$ cat src/rtl/bary_weight_unit.sv
// Barycentric weight generator: launches the area-reciprocal request for a triangle, then scales edge values by it.
// Optional macro BARY_SAT_EN: saturate each weight to 16 bits instead of two's-complement wrap.
module bary_weight_unit #(
  parameter int AREA_TIMEOUT = 64,
  parameter int FRAC_BITS    = 7
) (
  input  logic               clk,
  input  logic               rst,
  input  logic               tri_valid,
  output logic               tri_ready,
  input  logic signed [15:0] v0x,
  input  logic signed [15:0] v0y,
  input  logic signed [15:0] v1x,
  input  logic signed [15:0] v1y,
  input  logic signed [15:0] v2x,
  input  logic signed [15:0] v2y,
  output logic               area_valid,
  output logic signed [15:0] area_v0x,
  output logic signed [15:0] area_v0y,
  output logic signed [15:0] area_v1x,
  output logic signed [15:0] area_v1y,
  output logic signed [15:0] area_v2x,
  output logic signed [15:0] area_v2y,
  input  logic               area_done,
  input  logic signed [15:0] area_recip,
  input  logic               pix_valid,
  output logic               pix_ready,
  input  logic signed [15:0] e0,
  input  logic signed [15:0] e1,
  input  logic signed [15:0] e2,
  input  logic               pix_last,
  output logic               bary_valid,
  input  logic               bary_ready,
  output logic signed [15:0] l0,
  output logic signed [15:0] l1,
  output logic signed [15:0] l2,
  output logic               bary_last,
  output logic               area_err
);

  typedef enum logic [1:0] {IDLE, AREA_REQ, AREA_WAIT, PIX} state_t;

  localparam int CNT_W = $clog2(AREA_TIMEOUT + 1);
  localparam logic [CNT_W-1:0] CNT_LAST = CNT_W'(AREA_TIMEOUT - 1);

  state_t             state_reg, state_next;
  logic [CNT_W-1:0]   cnt_reg;
  logic signed [15:0] recip_reg;
  logic               tri_acc, pix_acc, done_hit, timeout_hit;
  logic signed [15:0] e_vec [3];
  logic signed [15:0] w_vec [3];

  // tri_ready is masked by rst so it reads 0 in the reset cycle itself.
  assign tri_ready   = (state_reg == IDLE) && !rst;
  assign area_valid  = (state_reg == AREA_REQ);
  assign pix_ready   = (state_reg == PIX) && (!bary_valid || bary_ready);
  assign tri_acc     = tri_valid && tri_ready;
  assign pix_acc     = pix_valid && pix_ready;
  assign done_hit    = (state_reg == AREA_WAIT) && area_done;
  assign timeout_hit = (state_reg == AREA_WAIT) && !area_done && (cnt_reg == CNT_LAST);

  assign e_vec[0] = e0;
  assign e_vec[1] = e1;
  assign e_vec[2] = e2;

  generate
    for (genvar gi = 0; gi < 3; gi++) begin : g_weight
      logic signed [31:0] prod;
      assign prod = e_vec[gi] * recip_reg;
`ifdef BARY_SAT_EN
      logic signed [31:0] shifted;
      assign shifted = prod >>> FRAC_BITS;
      always_comb begin
        w_vec[gi] = shifted[15:0];
        if (shifted > 32'sd32767)
          w_vec[gi] = 16'sh7FFF;
        else if (shifted < -32'sd32768)
          w_vec[gi] = 16'sh8000;
      end
`else
      assign w_vec[gi] = 16'(prod >>> FRAC_BITS);
`endif
    end
  endgenerate

  always_comb begin
    state_next = state_reg;
    case (state_reg)
      IDLE:      if (tri_acc) state_next = AREA_REQ;
      AREA_REQ:  state_next = AREA_WAIT;
      AREA_WAIT: if (done_hit || timeout_hit) state_next = PIX;
      PIX:       if (pix_acc && pix_last) state_next = IDLE;
      default:   state_next = IDLE;
    endcase
  end

  always_ff @(posedge clk) begin
    if (rst) begin
      state_reg <= IDLE;
      cnt_reg   <= '0;
      recip_reg <= '0;
      area_err  <= 1'b0;
      area_v0x  <= '0;
      area_v0y  <= '0;
      area_v1x  <= '0;
      area_v1y  <= '0;
      area_v2x  <= '0;
      area_v2y  <= '0;
    end else begin
      state_reg <= state_next;
      if (tri_acc) begin
        area_v0x <= v0x;
        area_v0y <= v0y;
        area_v1x <= v1x;
        area_v1y <= v1y;
        area_v2x <= v2x;
        area_v2y <= v2y;
        area_err <= 1'b0;
      end
      if (state_reg == AREA_REQ)
        cnt_reg <= '0;
      else if (state_reg == AREA_WAIT)
        cnt_reg <= cnt_reg + CNT_W'(1);
      // A missing reciprocal degrades to zero weights so the pixel stream still drains.
      if (done_hit) begin
        recip_reg <= area_recip;
      end else if (timeout_hit) begin
        recip_reg <= '0;
        area_err  <= 1'b1;
      end
    end
  end

  always_ff @(posedge clk) begin
    if (rst) begin
      bary_valid <= 1'b0;
      bary_last  <= 1'b0;
      l0         <= '0;
      l1         <= '0;
      l2         <= '0;
    end else if (pix_acc) begin
      bary_valid <= 1'b1;
      bary_last  <= pix_last;
      l0         <= w_vec[0];
      l1         <= w_vec[1];
      l2         <= w_vec[2];
    end else if (bary_ready) begin
      bary_valid <= 1'b0;
    end
  end

endmodule

$ cat config.mk
export PLATFORM = sky130hd
export DESIGN_NAME = bary_weight_unit
export DESIGN_NICKNAME = d
export VERILOG_FILES = /design/src/rtl/bary_weight_unit.sv
export SDC_FILE = /design/constraint.sdc
export NUM_CORES = 2
export LEC_CHECK = 0
export ABC_AREA = 1
export CAP_MARGIN = 20
export CORE_ASPECT_RATIO = 0.9
export CORE_MARGIN = 5
export CORE_UTILIZATION = 24
export DETAILED_ROUTE_END_ITERATION = 6
export GPL_TIMING_DRIVEN = 0
export PLACE_DENSITY_LB_ADDON = 0.1
export SETUP_SLACK_MARGIN = 0.5
export SLEW_MARGIN = 20
export SYNTH_ARGS = -nofsm -noshare
export SYNTH_HDL_FRONTEND = slang
export SYNTH_SLANG_ARGS = --single-unit
$ cat constraint.sdc
create_clock -name clk -period 8.5 [get_ports clk]
set_input_delay 1.275 -clock clk [delete_from_list [all_inputs] [get_ports clk]]
set_output_delay 1.275 -clock clk [all_outputs]
set_load 0.01 [all_outputs]
After elaboration in Yosys (flattened, before gate mapping) --
Cells that the tools add are included. Widths: inputs -> output; s select.
Word-level totals: bits in registers 172, logic and storage cells 55
Operators by class: add/sub/neg operators 1, multipliers 3, eq/ne operators 7, multiplexer cells 11, reduce and logical (&&, ||, !) cells 18
Operators by type and width (count):
- $mul 16x16->23 | 3
- $mux 16 | 2
- $logic_and 1x1->1 | 8
- $pmux 2 s4 | 1
- $add 7x1->7 const B | 1
- $eq 7x6->1 const B | 1
- $mux 2 | 3
- $mux 1 | 5
- $eq 2x2->1 const B | 2
- $ne 2x1->1 const B | 2
- $reduce_bool 2->1 | 2
- $logic_not 1->1 | 3
- $reduce_and 3->1 | 1
- $eq 2x1->1 const B | 1
- $logic_not 2->1 | 1
- $logic_or 1x1->1 | 2
- $ne 2x2->1 const B | 1
- $reduce_or 2->1 | 1

Longest topological paths before layout --
word-level depth 7, gate-level depth with buffers 32, depth with buffers taken out 29

Worst setup path before layout --
Ideal clock, no wire load.
path kind input port to flip-flop, start point input port e0[7], end point register l0[14], setup time 0.116 ns, arrival time 6.256 ns, required time 8.384 ns, slack 2.128 ns, stages on the path 24, cell sequence clkbuf_1 > clkbuf_1 > nand2_1 > fa_1 > inv_1 > fa_1 > inv_1 > fa_1 > inv_1 > fa_1 > fa_1 > inv_1 > fa_1 > inv_1 > ha_1 > nand2_1 > nor2_1 > inv_1 > nor4_1 > nand3b_1 > nand4_1 > nand3_1 > o211ai_1 > inv_1
On the way: cells in the longest elaborated chain, start to end 1
Ends and longest elaborated chain:
- start, declared | RTL line 28 | input logic signed [15:0] e0,
- $mul 16x16->23 | RTL line 69 | assign prod = e_vec[gi] * recip_reg;
- end signal, assigned | RTL line 144 | l0 <= w_vec[0];
- end, declared | RTL line 34 | output logic signed [15:0] l0,
No other way between the ends. A chain may end at the register's enable or synchronous reset.

Worst setup path after layout --
start point input port e0[8], end point register l0[15]
Same word-level chain as after synthesis.

==> metrics.txt <==
Die Wd=380 µm; placed cell areas=34,600 µm²; status=finished, final reports clean; Total GRT Usage=0.189; CP endpoint kind=flop; Synth Flop Type=dfxtp_1; crit path to=l0[15]; Starting Density=0.241; number of H-tree levels=4; Pwr Density=153 nW/µm²; WP buf/inv=8; Max stage delay on crit path=0.80 ns; reg2reg start=recip_reg[13]; FF+latch area=3440 µm²; Cells after Synth=4,062; footprint of the multi-input gates=21,000 µm²; first-pass GRT wire length=181,000 µm; Slowest cell on crit path=clkdlybuf4s50_1; WL per Instance=20.4 µm; EDFF count, synth=0; Non-Filler Instances=6,006; # port buffers=292; IO Count=317; Die Footprint=130,000 µm²; largest family of logic cells by synthesized area=adder cells; crit path from=e0[8]; TritonCTS Buffers=17; Worst Hold Class=reg2reg; most numerous cell in the Yosys netlist=inv_1; Area growth, synth to finish=19.0%; Fin. Hold Viols=0; worst-path maximum fanout=10; Worst-Skew Late Latency=0.47 ns; initial antenna violation count=17; post-layout instance area=35,200 µm²; Final Max Slew Viols=0; CP Launch Type=primary input; largest net degree at the start of global routing=20; worst slew pin tran=1.18 ns; sequential-to-total area share from yosys stat=0.116; Post-Synth Adder-Cell Area=0.443; kind of cell adding the most delay to the critical path=adder cells; via count=25,500; Req. time, crit path=8.87 ns; most frequent cells after synthesis=inv_1, nand2_1, fa_1; fillers=13,800; Static Leak=19.3 nW; Final GP Congestion=0.838; Post-DP HPWL=101,000 µm; 1st-pass router iterations=5; clk slew on worst S/H paths=0.08 ns; Max VDD drop=0.000163 V; Mapped Nets=4,964; Root Driver=clkbuf_16; DR DRC count=0; vias in the first global route=27,200; worst path arrival time=8.14 ns; number of setup violations in the final report=0; max-cap viol count=0; xor-xnor portion of the synthesized cell area=0.00622; syn avg cell area=7.28 µm²; CTS tree=built; CP Depth=25; yosys synthesis warning count=0; cell count of the worst reg-to-reg path=24; Row Count=122; Synth Area in Simple Gates=0.213; number of synthesized register bits=172; clk sinks=172; Worst Skew=0.0185 ns; Final min period=7.77 ns; drt total wl=123,000 µm; ratio of cells with drive above 1 in the final layout=0.0287; hold_buf cts=0; Remaining Overflow, GRT=0; top cells by area, synth=fa_1, inv_1, nand2_1; initial DRC count=1,476; Crit Path Class=in2reg; area leader, netlist=fa_1; unrepaired setup endpoints after global routing=false; Final #Nets=5,277; core area=123,000 µm²; post-route ant nets=0; flop2flop setup slack=0.87 ns; die height=343 µm; Synth Area in Compound Gates=0.0468; multiplexer share of the synthesized area=0; FMAX=129 MHz; r2r endpoint=l0[15]; Worst slew margin=0.212; hold slack=0.465 ns; period utilization=0.914; DP Cell Count=5,968; Async SR Flop Fraction=0; DR vias/cell=4.24; Yosys top cell area share=0.353; total power=5.38 mW; Max clock buf depth=2; synthesized area=29,600 µm²; total negative slack=0 ns; Distinct cells, synth=48
-- worst min path at each step --
stage	to	cells after the start	start
after floorplan	cnt_reg[6]	2	cnt_reg[6]
after global placement	cnt_reg[6]	2	cnt_reg[6]
after detailed placement	cnt_reg[6]	2	cnt_reg[6]
after CTS	cnt_reg[6]	2	cnt_reg[6]
after global routing	area_v1x[15]	2	area_v1x[15]
final	cnt_reg[6]	2	cnt_reg[6]
-- cells by family (layout without fill, tap and decap cells) --
logic type	Yosys count	after routing
and+or+nand+nor	1546	1546
buffers and inverters	1357	1683
adders and majority gates	735	735
AOI/OAI and AO/OA	231	231
DFF	172	172
xor gates and xnor gates	21	21
other	0	6
-- metal layers --
metal | share of wire | global-route usage | up-vias
met3 | 0.057 | 0.0401 | 118
met2 | 0.47 | 0.317 | 561
li1 | - | - | 12300
met1 | 0.45 | 0.249 | 12500
met4 | 0.027 | 0.0472 | 4
met5 | 0.00019 | 0 | -
-- worst min-delay path: cells and delay by family (launching register included) --
family	cells	cell delay (ns)
and+or+nand+nor	1	0.06
AOI/OAI and AO/OA	1	0.05
DFF	1	0.31
-- power breakdown --
group	total, mW	internal [mW]	leakage (nW)	switching [mW]
Combinational	3.52	1.27	17.6	2.24
Sequential	1.02	0.936	1.40	0.0797
Clock	0.842	0.406	0.296	0.436
Total	5.38	2.62	19.3	2.76
-- through the flow --
| stage | util | setup slack, ns |
|---|---|---|
| 6_report | 0.287 | 0.730 |
| 5_1_grt | 0.287 | 0.501 |
| 4_1_cts | 0.287 | 0.546 |
| 3_5_place_dp | 0.282 | 0.137 |
| 3_3_place_gp | 0.281 | 0.0902 |
| 2_1_floorplan | - | 2.13 |
-- layout by cell type, fill, tap and decap left out, types with 11 or more instances in the layout --
master / n
a21o_1: 11
a21oi_1: 97
buf_1: 27
buf_2: 27
clkbuf_1: 111
clkbuf_16: 17
clkbuf_2: 23
clkdlybuf4s50_1: 292
dfxtp_1: 172
fa_1: 522
ha_1: 213
inv_1: 1161
nand2_1: 1150
nand3_1: 244
nor2_1: 80
nor3_1: 13
o211ai_1: 17
o21a_1: 20
o21ai_0: 48
o21bai_1: 18
xor2_1: 15
-- layout make-up --
| class | count | area share |
|---|---|---|
| Antenna cell | 6 | 0.000427 |
| Buffer | 189 | 0.0221 |
| Clock buffer | 18 | 0.0125 |
| Clock inverter | 14 | 0.00476 |
| Inverter | 1168 | 0.125 |
| Multi-Input combinational cell | 2533 | 0.597 |
| Sequential cell | 172 | 0.0978 |
| Tap cell | 1612 | 0.0573 |
| Timing Repair Buffer | 294 | 0.0839 |
-- what timing repair did --
item                       4_1_cts  5_1_grt
gates resized for setup          0        7
buffers inserted                 0        0
setup endpoints to repair        0        3
Power figures use the tool's default switching activity.
